## config.mk

```make
export PLATFORM = sky130hd
export DESIGN_NAME = decoder_n_seq
export DESIGN_NICKNAME = d
export VERILOG_FILES = /design/src/rtl/decoder_n_seq.sv
export SDC_FILE = /design/constraint.sdc
export NUM_CORES = 1
export LEC_CHECK = 0
export ABC_AREA = 1
export BUFFER_PORTS_ARGS = -buffer_cell sky130_fd_sc_hd__buf_2
export CORE_AREA = 2 2 51 76
export DETAILED_ROUTE_END_ITERATION = 10
export DIE_AREA = 0 0 53 78
export GPL_TIMING_DRIVEN = 0
export PLACE_DENSITY = 0.81
export REMOVE_ABC_BUFFERS = 1
export SLEW_MARGIN = 15
export SYNTH_ARGS = -nofsm -noshare
export SYNTH_HDL_FRONTEND = slang
export SYNTH_SLANG_ARGS = --single-unit
```

## constraint.sdc

```tcl
create_clock -name clk -period 5.3 [get_ports clk]
set_input_delay 0.795 -clock clk [delete_from_list [all_inputs] [get_ports clk]]
set_output_delay 0.795 -clock clk [all_outputs]
set_load 0.03 [all_outputs]
```

## src/rtl/decoder_n_seq.sv

```systemverilog
`default_nettype none
// ============================================================================
// Module   : decoder_n_seq
// Brief    : Registered N-to-2**N one-hot decoder. It has a sweep mode that
//            steps a single set bit from D[0] up to D[2**N-1], one bit per
//            clock.
// Revision : 1.0 - initial release
// ============================================================================
module decoder_n_seq #(
  parameter int N = 5
) (
  input  logic              clk,
  input  logic              rst_n,
  input  logic [N-1:0]      x,
  input  logic              en,
  input  logic              scan_start,
  input  logic              scan_abort,
  output logic [2**N-1:0]   D,
  output logic              busy,
  output logic              scan_done
);

  localparam int            W       = 2**N;
  localparam logic [N-1:0]  CNT_MAX = '1;

  localparam logic [0:0]    S_IDLE  = 1'b0;
  localparam logic [0:0]    S_SCAN  = 1'b1;

  logic [0:0]   state_q, state_d;
  logic [N-1:0] cnt_q, cnt_d;
  logic [W-1:0] d_q, d_d;
  logic         done_q, done_d;
  logic [N-1:0] cnt_inc;
  logic         cnt_last;

  // Returns a vector with exactly one bit set, at position idx.
  function automatic logic [W-1:0] onehot(input logic [N-1:0] idx);
    return {{(W-1){1'b0}}, 1'b1} << idx;
  endfunction

  // Next sweep position. The terminal cycle is the one that shows the top
  // output bit. cnt never wraps because a sweep always ends at CNT_MAX.
  always_comb begin
    cnt_inc  = cnt_q + N'(1);
    cnt_last = (cnt_q == CNT_MAX);
  end

  // State register with asynchronous reset to IDLE.
  always_ff @(posedge clk or negedge rst_n) begin
    if (!rst_n) begin
      state_q <= S_IDLE;
    end else begin
      state_q <= state_d;
    end
  end

  // Next-state logic. A start request is seen only in IDLE. In SCAN, the
  // terminal cycle takes priority over an abort, so an abort then has no
  // additional effect.
  always_comb begin
    state_d = state_q;
    case (state_q)
      S_IDLE: begin
        if (scan_start) begin
          state_d = S_SCAN;
        end
      end
      S_SCAN: begin
        if (cnt_last || scan_abort) begin
          state_d = S_IDLE;
        end
      end
      default: state_d = S_IDLE;
    endcase
  end

  // Output and datapath next values. Every branch assigns either onehot()
  // or zero to d_d, so D can never have more than one bit set.
  always_comb begin
    cnt_d  = '0;
    d_d    = '0;
    done_d = 1'b0;
    case (state_q)
      S_IDLE: begin
        if (scan_start) begin
          d_d = onehot('0);
        end else if (en) begin
          d_d = onehot(x);
        end
      end
      S_SCAN: begin
        if (cnt_last) begin
          // The sweep has ended. Decode resumes on this same edge.
          if (en) begin
            d_d = onehot(x);
          end
        end else if (scan_abort) begin
          // An aborted sweep gives one all-zero cycle and no done pulse.
          d_d = '0;
        end else begin
          cnt_d  = cnt_inc;
          d_d    = onehot(cnt_inc);
          done_d = (cnt_inc == CNT_MAX);
        end
      end
      default: begin
        cnt_d = '0;
      end
    endcase
  end

  // Registered decode output, sweep counter and done flag.
  always_ff @(posedge clk or negedge rst_n) begin
    if (!rst_n) begin
      cnt_q  <= '0;
      d_q    <= '0;
      done_q <= 1'b0;
    end else begin
      cnt_q  <= cnt_d;
      d_q    <= d_d;
      done_q <= done_d;
    end
  end

  // Drive the ports directly from the registers.
  always_comb begin
    D         = d_q;
    busy      = (state_q == S_SCAN);
    scan_done = done_q;
  end

endmodule
`default_nettype wire

```

==> results.tsv, run 1 <==
stage	metric	value	unit
critical_path	cp_num_buf_inv	1	
global_routing	antenna_found_initial	0	
floorplan	fp.dieH	78	um
clock_tree	cts_tree	yes	
critical_path	crit_top_cell	ha_1	
floorplan	fp-row-count	26	
timing	fin_crit	2.019	ns
yosys	ys_types	20	
routing	dr.pass1.iters	4	
clock_tree	ctsRootBufferMaster	clkbuf_8	
floorplan	dieArea	4134	um2
clock_tree	cts_made_buffers	5	
placement	gp_congestion	0.8571	
finish	nFillCells	302	
timing	setup_viol	0	
yosys	syn_avg_cell_area	10.52	um2
timing	slew_headroom	46.70	%
clock_tree	postCtsResizedCells	0	
timing	tightest_slew	0.7995	ns
routing	drt_iter0_markers	51	
finish	area_growth	14.98	%
placement	dp_cells	257	
critical_path	start_kind	register	
clock_tree	path_clk_slew	0.07	ns
critical_path	slowest_stage	dfrtp_1	
critical_path	max_stage_delay	0.46	ns
finish	drive_gt1_share	38.29	%
clock_tree	clock_sinks	39	
routing	viasPerCell	5.511	
routing	wl_per_cell	14.13	um
yosys	synth_cells	181	
global_routing	grt_usage	21.14	%
flow_run	cap_violations	0	
status	status	complete, no violations	
timing	finalHoldViolCount	0	
global_routing	grt_overflow_total	0	
clock_tree	clock_path_buffers	2	
critical_path	crit_arrival	2.20	ns
power	ir_drop	0.0001956	V
routing	drc_errors	0	
yosys	ys_seq_area_share	51.25	%
yosys	ys_warn_count	0	
finish	final_cell_mix	buf_2, dfrtp_1, nand2_1	
timing	slew_viol_final	0	
global_routing	grt_pass1_vias	1479	
timing	fmax	495.3	MHz
placement	dpl-instance-area	2102	um2
finish	num_antenna_cells	0	
floorplan	die_w	53	um
finish	fin_area	2190	um2
timing	layout_worst_path_cycle_share	38.09	%
hold_path	worstHoldPathType	reg2reg	
finish	mostFrequentLayoutCell	buf_2	
timing	setup_tns	0	ns
global_routing	grt_pass1_wl	6486	um
floorplan	pin_count	44	
clock_tree	hold_buffers	0	
finish	nets	238	
clock_tree	h-tree-depth	2	
placement	dp_hpwl	2652	um
routing	vias	1455	
power	p_leak	0.001112	uW
yosys	syn_area	1904	um2
finish	final_util	64.10	%
routing	detail-route-antenna-nets	0	
critical_path	cp_top_family	simple AND/OR/NAND/NOR gates	
power	pwr_density_cell	263.3	nW/um2
global_routing	grt_max_degree	40	
critical_path	cp.required	5.48	ns
finish	fin_cells	264	
clock_tree	post-cts-setup-buffers	0	
critical_path	end_kind	register	
floorplan	coreArea	3416	um2
clock_tree	clkLatencyLatePin	0.28	ns
critical_path	path_class	reg2reg	
yosys	synth-seq-cells	39	
critical_path	path_cells	ha_1, inv_1, nor3_1, ha_1, or2_4, nor2_4, nand2_2, o22ai_1	
timing	rsz0062_at_grt	false	
floorplan	initial_core_util	55.75	%
timing	final.setup_skew	0.005328	ns
critical_path	crit_fanout	15	
routing	drt-total-wl	3731	um
placement	io_buffer_count	43	
[final timing paths]
check                      slack, ns       end     start  cells after the start
setup / recovery                3.28      D[4]  cnt_q[0]                      8
hold / removal                  0.56      D[0]      busy                      2
setup reg to reg                3.28      D[4]  cnt_q[0]                      8
hold reg to reg                 0.56      D[0]      busy                      2
max in group asynchronous       4.19  cnt_q[3]     rst_n                      1
min in group asynchronous       0.59      busy     rst_n                      1
[power breakdown]
group	internal [uW]	leakage [uW]	switching, uW
clock network	102	0.0000470	92.9
registers	303	0.000539	4.37
logic	19.1	0.000526	54.8
total	424	0.00111	152
[registers in the layout, indices dropped and copies added (netlist names)]
signal,flops
D,32
cnt_q,5
busy,1
scan_done,1
[cells by family after synthesis]
logic type	Yosys count	share of synthesized area, %
AOI/OAI and AO/OA	33	17.41
adders and majority gates	6	3.942
buffers and inverters	32	8.212
DFF	39	51.25
and+or+nand+nor	71	19.19
[worst reg2reg max path, delay by kind of cell, from the launching register on]
kind	cells	cell delay, ns
flip-flops	1	0.46
AO/OA/AOI/OAI	1	0.27
adder cells (fa/ha/maj)	2	0.46
buffers and inverters	1	0.07
AND/OR/NAND/NOR	4	0.66
[cell usage after synthesis (all sizes together)]
master,number,area (um2)
inv,23,86.33
dfrtp,39,975.9
o22ai,30,312.8
nand4,13,81.33
nand2,31,146.4
nor2,17,83.83
ha,6,75.07
or2,1,8.760
nand3,7,35.03
buf,9,70.06
nor3,2,10.01
o21ai,3,18.77
[cell type report]
type / instances / area, um2 / share of cell area, %
sequential: 39 / 975.9 / 44.57
timing repair buffer: 43 / 215.2 / 9.829
clock inverter: 1 / 5.005 / 0.2286
clock buffer: 6 / 82.58 / 3.771
multi-input combinational: 110 / 772.0 / 35.26
inverter: 23 / 86.33 / 3.943
tap: 42 / 52.55 / 2.400
[per-layer routing]
metal	vias up	wire length, um	track usage [%]
met3	9	191	4.615
met5	-	0	0
met1	705	1399	24.16
li1	696	-	-
met2	45	2038	36.25
met4	0	102	9.744
[metrics by stage]
stage                     total power, uW  setup slack, ns  hold slack, ns
final                               576.5            3.281          0.5583
after floorplan                     361.4            3.553          0.4994
after global routing                601.1            3.140          0.5955
after CTS                           582.2            3.293          0.5704
after global placement              385.6            3.349          0.5455
after detailed placement            386.7            3.328          0.5527
Power figures use the tool's default switching activity.
==> run 2, diff against run 1 <==
- CORE_AREA: 2 2 51 76 -> 2 2 55 83
- DIE_AREA: 0 0 53 78 -> 0 0 57 85
- PLACE_DENSITY: 0.81 -> 0.73
- clock period: 5.3 -> 1.7 ns (I/O delays scaled with it)
==> run 2 against run 1 <==
Against the previous run: the flow now finishes with violations (negative setup slack); die area up 17%; clock skew up 0.0012 ns; sequential power rose to 3.1 times the previous value; cell area up 12%; flip-flop and latch count unchanged; first-iteration DRC count down 18%; combinational power rose to 4.0 times the previous value; hold slack worse by 0.49 ns; critical path type unchanged; highest routed layer unchanged.
==> results.tsv, run 2 (synthesized netlist as in run 1, its figures left out) <==
stage	metric	value	unit
routing	viasPerCell	5.504	
timing	finalHoldViolCount	0	
power	p_total	1889	uW
power	ir_drop	0.0007148	V
critical_path	end_kind	register	
critical_path	cp.required	1.91	ns
status	status	finished, violations left	
finish	final_cell_mix	buf_2, dfrtp_1, o22ai_2	
timing	tightest_slew	0.8486	ns
routing	detail-route-antenna-nets	0	
global_routing	grt_usage	17.85	%
placement	dpl-instance-area	2107	um2
timing	final.setup_skew	0.006574	ns
timing	rsz0062_at_grt	true	
critical_path	start_kind	register	
placement	gp_congestion	0.8183	
finish	drive_gt1_share	48.28	%
floorplan	coreArea	4136	um2
timing	setup_slack	-0.01195	ns
critical_path	reg2regPathDepth	9	
power	pwr_density_cell	768.2	nW/um2
critical_path	slowest_stage	dfrtp_2	
critical_path	critPathLaunch	cnt_q[0]	
critical_path	r2r_start	cnt_q[0]	
finish	area_growth	29.11	%
timing	fin_crit	1.712	ns
floorplan	fp.dieH	85	um
critical_path	crit_fanout	7	
timing	setup_tns	-0.02909	ns
routing	wl_per_cell	16.50	um
floorplan	pin_count	44	
global_routing	grt_max_degree	40	
finish	nets	248	
finish	largest_reg_flops	32	
placement	dp_hpwl	2718	um
global_routing	grt_pass1_wl	6658	um
critical_path	r2r-end	D[23]	
routing	vias	1530	
finish	nFillCells	352	
routing	drt-total-wl	4587	um
flow_run	cap_violations	0	
power	pwr-share-seq	50.9	%
finish	multiInputGateArea	943.4	um2
finish	num_antenna_cells	0	
global_routing	grt_pass1_vias	1449	
routing	drc_errors	0	
floorplan	die_w	57	um
critical_path	max_stage_delay	0.43	ns
global_routing	antenna_found_initial	0	
placement	io_buffer_count	43	
timing	setup_viol	6	
clock_tree	hold_buffers	0	
critical_path	regToRegSetupSlack	-0.01	ns
clock_tree	h-tree-depth	2	
clock_tree	path_clk_slew	0.07	ns
floorplan	dieArea	4845	um2
power	p_sw	544.7	uW
timing	slew_headroom	43.42	%
timing	layout_worst_path_cycle_share	100.7	%
routing	dr.pass1.iters	4	
routing	drt_iter0_markers	42	
clock_tree	clock_sinks	39	
power	p_sw_share	28.84	%
timing	fmax	584.1	MHz
power	p_comb_share	15.8	%
clock_tree	cts_tree	yes	
finish	seqCellArea	977.2	um2
clock_tree	clock_path_buffers	2	
status	failed_checks	negative setup slack	
clock_tree	cts_made_buffers	5	
floorplan	initial_core_util	46.04	%
power	internal_power	1344	uW
power	clockPowerShare	33.3	%
finish	fin_area	2459	um2
finish	mostFrequentLayoutCell	buf_2	
clock_tree	ctsRootBufferMaster	clkbuf_8	
finish	final_util	59.44	%
clock_tree	clkLatencyLatePin	0.29	ns
timing	slew_viol_final	0	
critical_path	crit_arrival	1.92	ns
floorplan	fp-row-count	29	
critical_path	cp-endpoint	D[23]	
critical_path	path_cells	ha_4, inv_4, nor3_2, ha_2, or2_4, nor2_4, nand2_8, buf_12, o22ai_4	
global_routing	grt_overflow_total	0	
hold_path	worstHoldPathType	in2async	
power	p_leak	0.001149	uW
critical_path	path_class	reg2reg	
## run 2: cell types whose count changed in the layout (fill, tap and decap cells not counted), sizes merged
cell / before / now
buf: 43 / 51
nand2: 31 / 33
## run 2: timing repair
action | in CTS | in global routing
cloned | 0 | 2
endpoints found under the setup margin | 35 | 32
gates resized for setup | 19 | 14
pin swaps | 21 | 6
buffers inserted | 8 | 0
## run 2: worst min path at each step
stage | start | end | slack (ns) | cells past startpoint
after floorplan | rst_n | D[0] | -0.04 | 0
after global placement | rst_n | D[28] | 0.39 | 1
after detailed placement | rst_n | D[20] | 0.41 | 1
after CTS | rst_n | cnt_q[3] | 0.10 | 1
after global routing | scan_abort | cnt_q[0] | 0.13 | 2
final | rst_n | D[15] | 0.07 | 1
## run 2: per-stage QoR
stage / setup WS (ns) / instances / hold slack, ns
after floorplan: -0.04691 / 172 / -0.04059
after global placement: -0.2460 / 261 / 0.3915
after detailed placement: -0.2893 / 261 / 0.4055
after CTS: -0.01594 / 276 / 0.1010
after global routing: -0.07097 / 278 / 0.1288
final: -0.01195 / 278 / 0.06967
## run 2: power groups by stage
stage / Sequential, uW / Clock (uW) / Combinational [uW]
2_1_floorplan: 1010 / 0 / 120
3_3_place_gp: 977 / 0 / 226
3_5_place_dp: 977 / 0 / 231
4_1_cts: 958 / 634 / 255
5_1_grt: 963 / 681 / 322
6_report: 961 / 629 / 299
## run 2: worst max-delay path, delay by kind of cell, from the launching register on
| kind | cells | cell delay (ns) |
|---|---|---|
| flops | 1 | 0.43 |
| fa+ha+maj | 2 | 0.36 |
| simple gates | 4 | 0.54 |
| compound gates | 1 | 0.09 |
| buf+inv | 2 | 0.21 |
## run 2: final cells by class
class	count	share of cell area [%]
Timing Repair Buffer	51	12.16
Inverter	23	3.817
Clock inverter	1	0.2036
Clock buffer	6	3.359
Tap cell	46	2.341
Sequential cell	39	39.75
Multi-Input combinational cell	112	38.37
## run 2: layer usage
layer / share of wire [%] / routed length, um / GRT usage (%)
met5: 0 / 0 / 0
met4: 1.9 / 85 / 7.611
met3: 5.9 / 272 / 3.963
met2: 56 / 2578 / 31.45
met1: 36 / 1649 / 20.38
